--- config.mk ---
export PLATFORM = sky130hd
export DESIGN_NAME = multi_clock_divider
export DESIGN_NICKNAME = d
export VERILOG_FILES = /design/src/rtl/multi_clock_divider_pkg.sv /design/src/rtl/divider_channel.sv /design/src/rtl/multi_clock_divider.sv
export SDC_FILE = /design/constraint.sdc
export NUM_CORES = 1
export LEC_CHECK = 0
export ABC_AREA = 1
export ABC_CLOCK_PERIOD_IN_PS = 3100
export BUFFER_PORTS_ARGS = -buffer_cell sky130_fd_sc_hd__buf_2
export CAP_MARGIN = 15
export CORE_ASPECT_RATIO = 1.25
export CORE_MARGIN = 8
export CORE_UTILIZATION = 55
export DETAILED_ROUTE_END_ITERATION = 12
export PLACE_DENSITY = 0.69
export SLEW_MARGIN = 0
export SYNTH_ARGS = -nofsm -noshare
export SYNTH_HDL_FRONTEND = slang
export SYNTH_SLANG_ARGS = --single-unit
--- constraint.sdc ---
create_clock -name clock_in -period 3.1 [get_ports clock_in]
set_input_delay 0.62 -clock clock_in [delete_from_list [all_inputs] [get_ports clock_in]]
set_output_delay 0.62 -clock clock_in [all_outputs]
set_load 0.02 [all_outputs]
--- src/rtl/multi_clock_divider_pkg.sv ---
// multi_clock_divider_pkg: shared output modes, reset count and channel-index sizing.
package multi_clock_divider_pkg;
  localparam logic MODE_TOGGLE = 1'b0;
  localparam logic MODE_PULSE = 1'b1;
  localparam int DEFAULT_COUNT_C = 2;
  function automatic int ch_idx_w(input int n);
    return (n > 1) ? $clog2(n) : 1;
  endfunction
endpackage

--- src/rtl/divider_channel.sv ---
// divider_channel: one divider channel with shadowed count/mode applied at period boundaries.
module divider_channel
  import multi_clock_divider_pkg::*;
#(
  parameter int CNT_W = 32,
  parameter int DEFAULT_COUNT = DEFAULT_COUNT_C
) (
  input  logic             clock_in,
  input  logic             reset,
  input  logic             enable,
  input  logic             load,
  input  logic [CNT_W-1:0] load_count,
  input  logic             load_mode,
  output logic             clock_out,
  output logic             tick,
  output logic             pending
);
  logic [CNT_W-1:0] cnt_q, cnt_d, active_count_q, active_count_d, shadow_count_q, shadow_count_d;
  logic active_mode_q, active_mode_d, shadow_mode_q, shadow_mode_d;
  logic pending_q, pending_d, clock_out_q, clock_out_d, tick_q, tick_d;
  logic run, wrap, pulse, boundary, apply;
  always_comb begin
    run = enable && (active_count_q != '0);
    wrap = cnt_q == active_count_q - CNT_W'(1);
    pulse = active_mode_q == MODE_PULSE;
    // toggle mode only lets a reload in on the falling wrap, so a high phase is never cut short
    boundary = run && wrap && (pulse || clock_out_q);
    apply = pending_q && (!run || boundary);
    cnt_d = (!run || wrap) ? '0 : cnt_q + CNT_W'(1);
    clock_out_d = !run ? 1'b0 : !wrap ? (!pulse && clock_out_q) : (pulse || !clock_out_q);
    tick_d = run && clock_out_d && (pulse || !clock_out_q);
    active_count_d = apply ? shadow_count_q : active_count_q;
    active_mode_d = apply ? shadow_mode_q : active_mode_q;
    shadow_count_d = load ? load_count : shadow_count_q;
    shadow_mode_d = load ? load_mode : shadow_mode_q;
    pending_d = load || (pending_q && !apply);
  end
  always_ff @(posedge clock_in or negedge reset) begin
    if (!reset) begin
      cnt_q <= '0;
      active_count_q <= CNT_W'(DEFAULT_COUNT);
      shadow_count_q <= CNT_W'(DEFAULT_COUNT);
      active_mode_q <= MODE_TOGGLE;
      shadow_mode_q <= MODE_TOGGLE;
      pending_q <= 1'b0;
      clock_out_q <= 1'b0;
      tick_q <= 1'b0;
    end else begin
      cnt_q <= cnt_d;
      active_count_q <= active_count_d;
      shadow_count_q <= shadow_count_d;
      active_mode_q <= active_mode_d;
      shadow_mode_q <= shadow_mode_d;
      pending_q <= pending_d;
      clock_out_q <= clock_out_d;
      tick_q <= tick_d;
    end
  end
  assign clock_out = clock_out_q;
  assign tick = tick_q;
  assign pending = pending_q;
endmodule

--- src/rtl/multi_clock_divider.sv ---
// multi_clock_divider: NUM_CH programmable dividers sharing one clock and one load port.
module multi_clock_divider
  import multi_clock_divider_pkg::*;
#(
  parameter int NUM_CH = 4,
  parameter int CNT_W = 32,
  parameter int DEFAULT_COUNT = DEFAULT_COUNT_C,
  localparam int SEL_W = ch_idx_w(NUM_CH)
) (
  input  logic              clock_in,
  input  logic              reset,
  input  logic [NUM_CH-1:0] ch_enable,
  input  logic              load,
  input  logic [SEL_W-1:0]  load_sel,
  input  logic [CNT_W-1:0]  load_count,
  input  logic              load_mode,
  output logic [NUM_CH-1:0] clock_out,
  output logic [NUM_CH-1:0] tick,
  output logic [NUM_CH-1:0] pending
);
  // out-of-range selects match no channel, so such loads vanish
  for (genvar i = 0; i < NUM_CH; i++) begin : g_ch
    divider_channel #(.CNT_W(CNT_W), .DEFAULT_COUNT(DEFAULT_COUNT)) u_ch (
      .clock_in(clock_in),
      .reset(reset),
      .enable(ch_enable[i]),
      .load(load && (load_sel == SEL_W'(i))),
      .load_count(load_count),
      .load_mode(load_mode),
      .clock_out(clock_out[i]),
      .tick(tick[i]),
      .pending(pending[i])
    );
  end
endmodule

======== Word level (Yosys, flattened, before mapping) ========
Index checks and enable logic that the tools add are counted.
operators by class
  multiplexer cells ....................... 12
  reductions and logical operators ........ 77
  equal/unequal tests ..................... 7
  $add $sub $neg .......................... 8
operators with widths
  operator               number
  $add 32x1->32 const B  4
  $eq 32x32->1           4
  $mux 32                4
  $reduce_bool 32->1     4
  $sub 32x1->32 const B  4
  $logic_and 1x1->1      36
  $logic_or 1x1->1       20
  $logic_not 1->1        16
  $mux 1                 8
  $eq 2x2->1 const B     2
  $eq 2x1->1 const B     1
  $logic_not 2->1        1
storage, ports and cells
  flip-flop bits (word level) ............. 404
  output and inout port bits .............. 12

======== Logic depth before layout (Yosys ltp) ========
  depth in word-level cells ............... 9
  gate-level depth with buffers ........... 21
  gate-level depth less buffers ........... 20

======== Hierarchy ========
From an unflattened synthesis, not the netlist that was laid out.
second synthesis, totals
  cells, all modules ...................... 3094
  area, all modules ....................... 23253.6 um2
modules (own cells, without submodules)
  module                              area an instance (um2)  instances  cells each
  divider_channel (g_ch[0].u_ch ...)  5764.3                  3          761
  divider_channel (g_ch[3].u_ch)      5930.7                  1          803
  multi_clock_divider                 30.0                    1          8

======== Worst setup path after synthesis ========
Ideal clock, no wire load.
  path kind ............................... flip-flop to flip-flop
  start point ............................. register g_ch[3].u_ch.active_count_q[1]
  end point ............................... register g_ch[3].u_ch.active_count_q[9]
  stages on the path, launching flop included .. 20
  setup slack ............................. 733 ps
  arrival ................................. 2249 ps
  required time ........................... 2983 ps
  cell sequence ........................... dfstp_2 inv_1 ha_1 nand2_1 nor2_2 buf_4 xor2_1 nor2_1 nand2_1 nor2_1 nand2_1 nor2_1 nand2_1 nor2_2 nand2_2 nand2_2 nand3_2 buf_2 nand2_1 nand2_1
between the ends
  word-level cells in the longest chain between the ends .. 6
  elaborated cells between the ends (all ways) .. 9
  classes of those cells .................. 1 x add/sub; 1 x eq/ne; 7 x reduce/logical
RTL lines
  what                                                 line                                          RTL
  start: declaration                                   divider_channel.sv:18                         logic [CNT_W-1:0] cnt_q, cnt_d, active_count_q, active_count_d, shadow_count_q, shadow_count_d;
  start signal: assignment                             divider_channel.sv:41                         active_count_q <= CNT_W'(DEFAULT_COUNT);
  start signal: assignment                             divider_channel.sv:50                         active_count_q <= active_count_d;
  $sub 32x1->32 or $reduce_bool 32->1 (tied branches)  divider_channel.sv:24, divider_channel.sv:23
  $eq 32x32->1 or $logic_and 1x1->1 (tied branches)    divider_channel.sv:24, divider_channel.sv:23
  $logic_and 1x1->1 (2 in a row)                       divider_channel.sv:27                         boundary = run && wrap && (pulse || clock_out_q);
  $logic_or 1x1->1 *                                   divider_channel.sv:28                         apply = pending_q && (!run || boundary);
  $logic_and 1x1->1 *                                  divider_channel.sv:28
Mark *: on every way between the ends. The rest lies on a longest branch, timed or not.
A chain may end at the register's enable or synchronous reset.

======== Worst setup path in the final report ========
  start point ............................. register g_ch[2].u_ch.active_count_q[0]
  end point ............................... register g_ch[2].u_ch.cnt_q[3]
between the ends
  word-level cells in the longest chain between the ends .. 5
  elaborated cells between the ends (all ways) .. 7
  classes of those cells .................. 1 x add/sub; 1 x eq/ne; 1 x mux; 4 x reduce/logical
RTL lines
  what                                                                   line                   RTL
  start: declaration                                                     divider_channel.sv:18
  start signal: assignment                                               divider_channel.sv:41
  start signal: assignment                                               divider_channel.sv:50
  parallel branches: the longest is 3 deep, another holds $sub 32x1->32  --
  $logic_or 1x1->1 *                                                     divider_channel.sv:29  cnt_d = (!run || wrap) ? '0 : cnt_q + CNT_W'(1);
  $mux 32 *                                                              divider_channel.sv:29
  via g_ch[2].u_ch.cnt_d[3]                                              divider_channel.sv:18
  end signal: assignment                                                 divider_channel.sv:49  cnt_q <= cnt_d;
  end: declaration                                                       divider_channel.sv:18
Mark *: on every way through the listed nets, which the timed path passes.

==> results.json <==
{
  "fmax_mhz": 355,
  "ys_types": 41,
  "multiInputGateArea_um2": 11500,
  "rrSetupSlack_ns": 0.28,
  "antenna_cells": 0,
  "via_per_inst": 5.37,
  "critPathLaunchType": "flip-flop",
  "start_util_pct": 55.7,
  "drive_above_1_share_pct": 7.50,
  "fill_cells": 3903,
  "max_cap_violations": 0,
  "synthesis.nets": 3250,
  "stdcell_count": 3799,
  "slowest_stage": "dfrtp_1",
  "setup_viol": 0,
  "ant_nets": 0,
  "ctsLongestPathBuffers": 3,
  "yosys_warnings": 0,
  "required_ns": 3.54,
  "holdBufCountCts": 0,
  "root_buffer": "clkbuf_16",
  "synth_seq_cells": 404,
  "cpMostUsedCell": "nand2_1",
  "cts.clk_slew.worst_paths_ns": 0.06,
  "syn2layout_area_growth_pct": 9.34,
  "port_buffers": 53,
  "clk_latency_ns": 0.58,
  "seqCellArea_um2": 10100,
  "worst_pin_slew_ns": 0.803,
  "synth.cell_area_um2": 23300,
  "grt_pass1_vias": 19900,
  "vias": 20400,
  "clkSinkCount": 404,
  "setup-tns-final_ns": 0,
  "setup.worst_path.class": "reg2reg",
  "ir_drop_v": 0.000483,
  "die-height_um": 246,
  "routabilityCongestion": 0.945,
  "hold_path.class": "in2async",
  "die_x_um": 200,
  "coreArea_um2": 41900,
  "routedWlPerCell_um": 16.7,
  "relSlewSlack_pct": 46.0,
  "ys.flop_type": "dfrtp_1",
  "timing.final.crit_share_pct": 90.9,
  "firstDrtPassIters": 5,
  "grt_max_degree": 87,
  "wl_mm": 63.5,
  "place_inst": 3724,
  "ys_async_sr_fraction_pct": 100,
  "finalMaxSlewViolations": 0,
  "avgSynthCellArea_um2": 7.30,
  "rows": 84,
  "drc_errors": 0,
  "worstPathCellList": "inv_1 -> ha_1 -> nand2_1 -> nor2_4 -> nand2_1 -> nor2_2 -> nand3_1 -> nand3_1 -> nand2_1 -> nor2_1 -> nand3_1 -> nor2_1 -> nand2_1 -> nand2_2 -> buf_4 -> nor3b_1",
  "ioPinCount": 54,
  "crit_arrival_ns": 3.26,
  "ys_seq_area_share_pct": 43.4,
  "p_total_w": 0.0221,
  "power_leakage_nw": 12.4,
  "ctsHtreeMaxLevel": 2,
  "endpoint_kind": "flip-flop",
  "final_common_cell": "nand2_1",
  "cts_tree": "yes",
  "netlist_instances": 3196,
  "pwr_density_cell_nw_per_um2": 866,
  "die-area_um2": 49300,
  "cp_max_fo": 30,
  "numCtsBuffers": 42,
  "mostFrequentLayoutCells": "nand2_1 (997), nor2_1 (452), dfrtp_1 (396)",
  "grt.total_usage_pct": 25.8,
  "hold_viol_final": 0,
  "synth_edf_count": 0,
  "hpwlAfterDp_mm": 47.7,
  "skew_ns": 0.0127,
  "status": "complete, no violations",
  "min_period_ns": 2.82,
  "crit_path_max_incr_delay_ns": 0.39,
  "nets": 3265,
  "antenna_found_initial": 1,
  "overflow": 0,
  "first_iter_violations": 1339,
  "grt_pass1_wl_mm": 104
}
==> sequential cells by signal (all words and copies together) (netlist names) <==
register	count
g_ch.u_ch.active_count_q	128
g_ch.u_ch.shadow_count_q	128
g_ch.u_ch.cnt_q	128
g_ch.u_ch.shadow_mode_q	4
g_ch.u_ch.active_mode_q	4
g_ch.u_ch.pending	4
g_ch.u_ch.clock_out	4
g_ch.u_ch.tick	4
==> worst max-delay path, delay by kind of cell (launching register included) <==
kind          cells  cell delay [ns]
fa+ha+maj         1             0.22
flops             1             0.39
simple gates     13             1.58
buf+inv           2             0.48
==> cell usage after synthesis (all sizes together) (3+ instances only) <==
| cell | instances | area share (%) |
|---|---|---|
| nand3 | 124 | 2.7 |
| o21ai | 171 | 3.7 |
| clkbuf | 57 | 0.92 |
| nand3b | 25 | 0.80 |
| or2 | 8 | 0.21 |
| nor2 | 490 | 8.5 |
| o21bai | 8 | 0.26 |
| ha | 12 | 0.64 |
| dfrtp | 396 | 42 |
| xnor3 | 5 | 0.48 |
| nand2 | 1015 | 17 |
| nor4 | 18 | 0.48 |
| nand4 | 190 | 5.1 |
| a31oi | 5 | 0.13 |
| and2 | 3 | 0.080 |
| inv | 312 | 5.0 |
| buf | 61 | 1.8 |
| a21oi | 25 | 0.54 |
| nor3 | 63 | 1.4 |
| xnor2 | 59 | 2.2 |
| xor2 | 117 | 4.4 |
| nor3b | 16 | 0.54 |
| dfstp | 8 | 0.90 |
==> kinds of logic (layout without fill, tap and decap cells) <==
family                   Yosys count  after routing  synth area share, %
adder cells (fa/ha/maj)           12             12                0.643
flip-flops                       404            404                 43.4
XOR/XNOR                         181            181                 7.09
AO/OA/AOI/OAI                    214            214                 4.76
buffers and inverters            432            475                 7.77
AND/OR/NAND/NOR                 1953           1954                 36.4
==> area by class of cell <==
| cell class | count | share of cell area, % |
|---|---|---|
| multi-input combinational | 2361 | 45.0 |
| sequential | 404 | 39.7 |
| inverter | 314 | 4.62 |
| clock buffer | 55 | 4.55 |
| timing repair buffer | 88 | 2.76 |
| tap | 559 | 2.74 |
| clock inverter | 18 | 0.667 |
==> worst paths after layout <==
check | startpoint | endpoint | depth (start not counted)
worst min register to register | g_ch[1].u_ch.active_count_q[1] | g_ch[1].u_ch.active_count_q[1] | 2
worst max register to register | g_ch[2].u_ch.active_count_q[0] | g_ch[2].u_ch.cnt_q[3] | 16
min in group clock_in | ch_enable[1] | g_ch[1].u_ch.clock_out | 3
worst min-delay path | reset | g_ch[0].u_ch.cnt_q[1] | 1
max in group asynchronous | reset | g_ch[2].u_ch.clock_out | 2
worst max-delay path | g_ch[2].u_ch.active_count_q[0] | g_ch[2].u_ch.cnt_q[3] | 16
==> metal layers <==
| layer | vias up | wire length [um] | global-route usage [%] |
|---|---|---|---|
| met1 | 9569 | 27500 | 32.6 |
| met3 | 134 | 2370 | 2.67 |
| met4 | 0 | 3400 | 14.1 |
| met2 | 474 | 30200 | 43.2 |
| li1 | 10200 | - | - |
| met5 | - | 0 | 0 |
==> where the power goes <==
group / leakage, nW / total, W / switching [W] / internal (W)
Combinational: 6.52 / 0.00896 / 0.00585 / 0.00311
Sequential: 5.28 / 0.00814 / 0.00166 / 0.00648
Clock: 0.651 / 0.00500 / 0.00218 / 0.00282
==> per-stage QoR <==
stage               instance area [um2]  hold slack, ns  setup WS [ns]  util [%]
floorplan                         23300           0.324          0.733         -
global placement                  24100           0.461          0.136      57.5
detailed placement                24100           0.466         0.0818      57.5
CTS                               25400          0.0800         0.0577      60.6
global route                      25500           0.110        -0.0103      60.9
finish                            25500          0.0585          0.283      60.9
==> repair_timing <==
item / 4_1_cts / 5_1_grt
setup endpoints to repair: 0 / 164
setup buffers: 0 / 0
gates resized for setup: 0 / 16
Note: power is estimated with default switching activity, not from simulation.
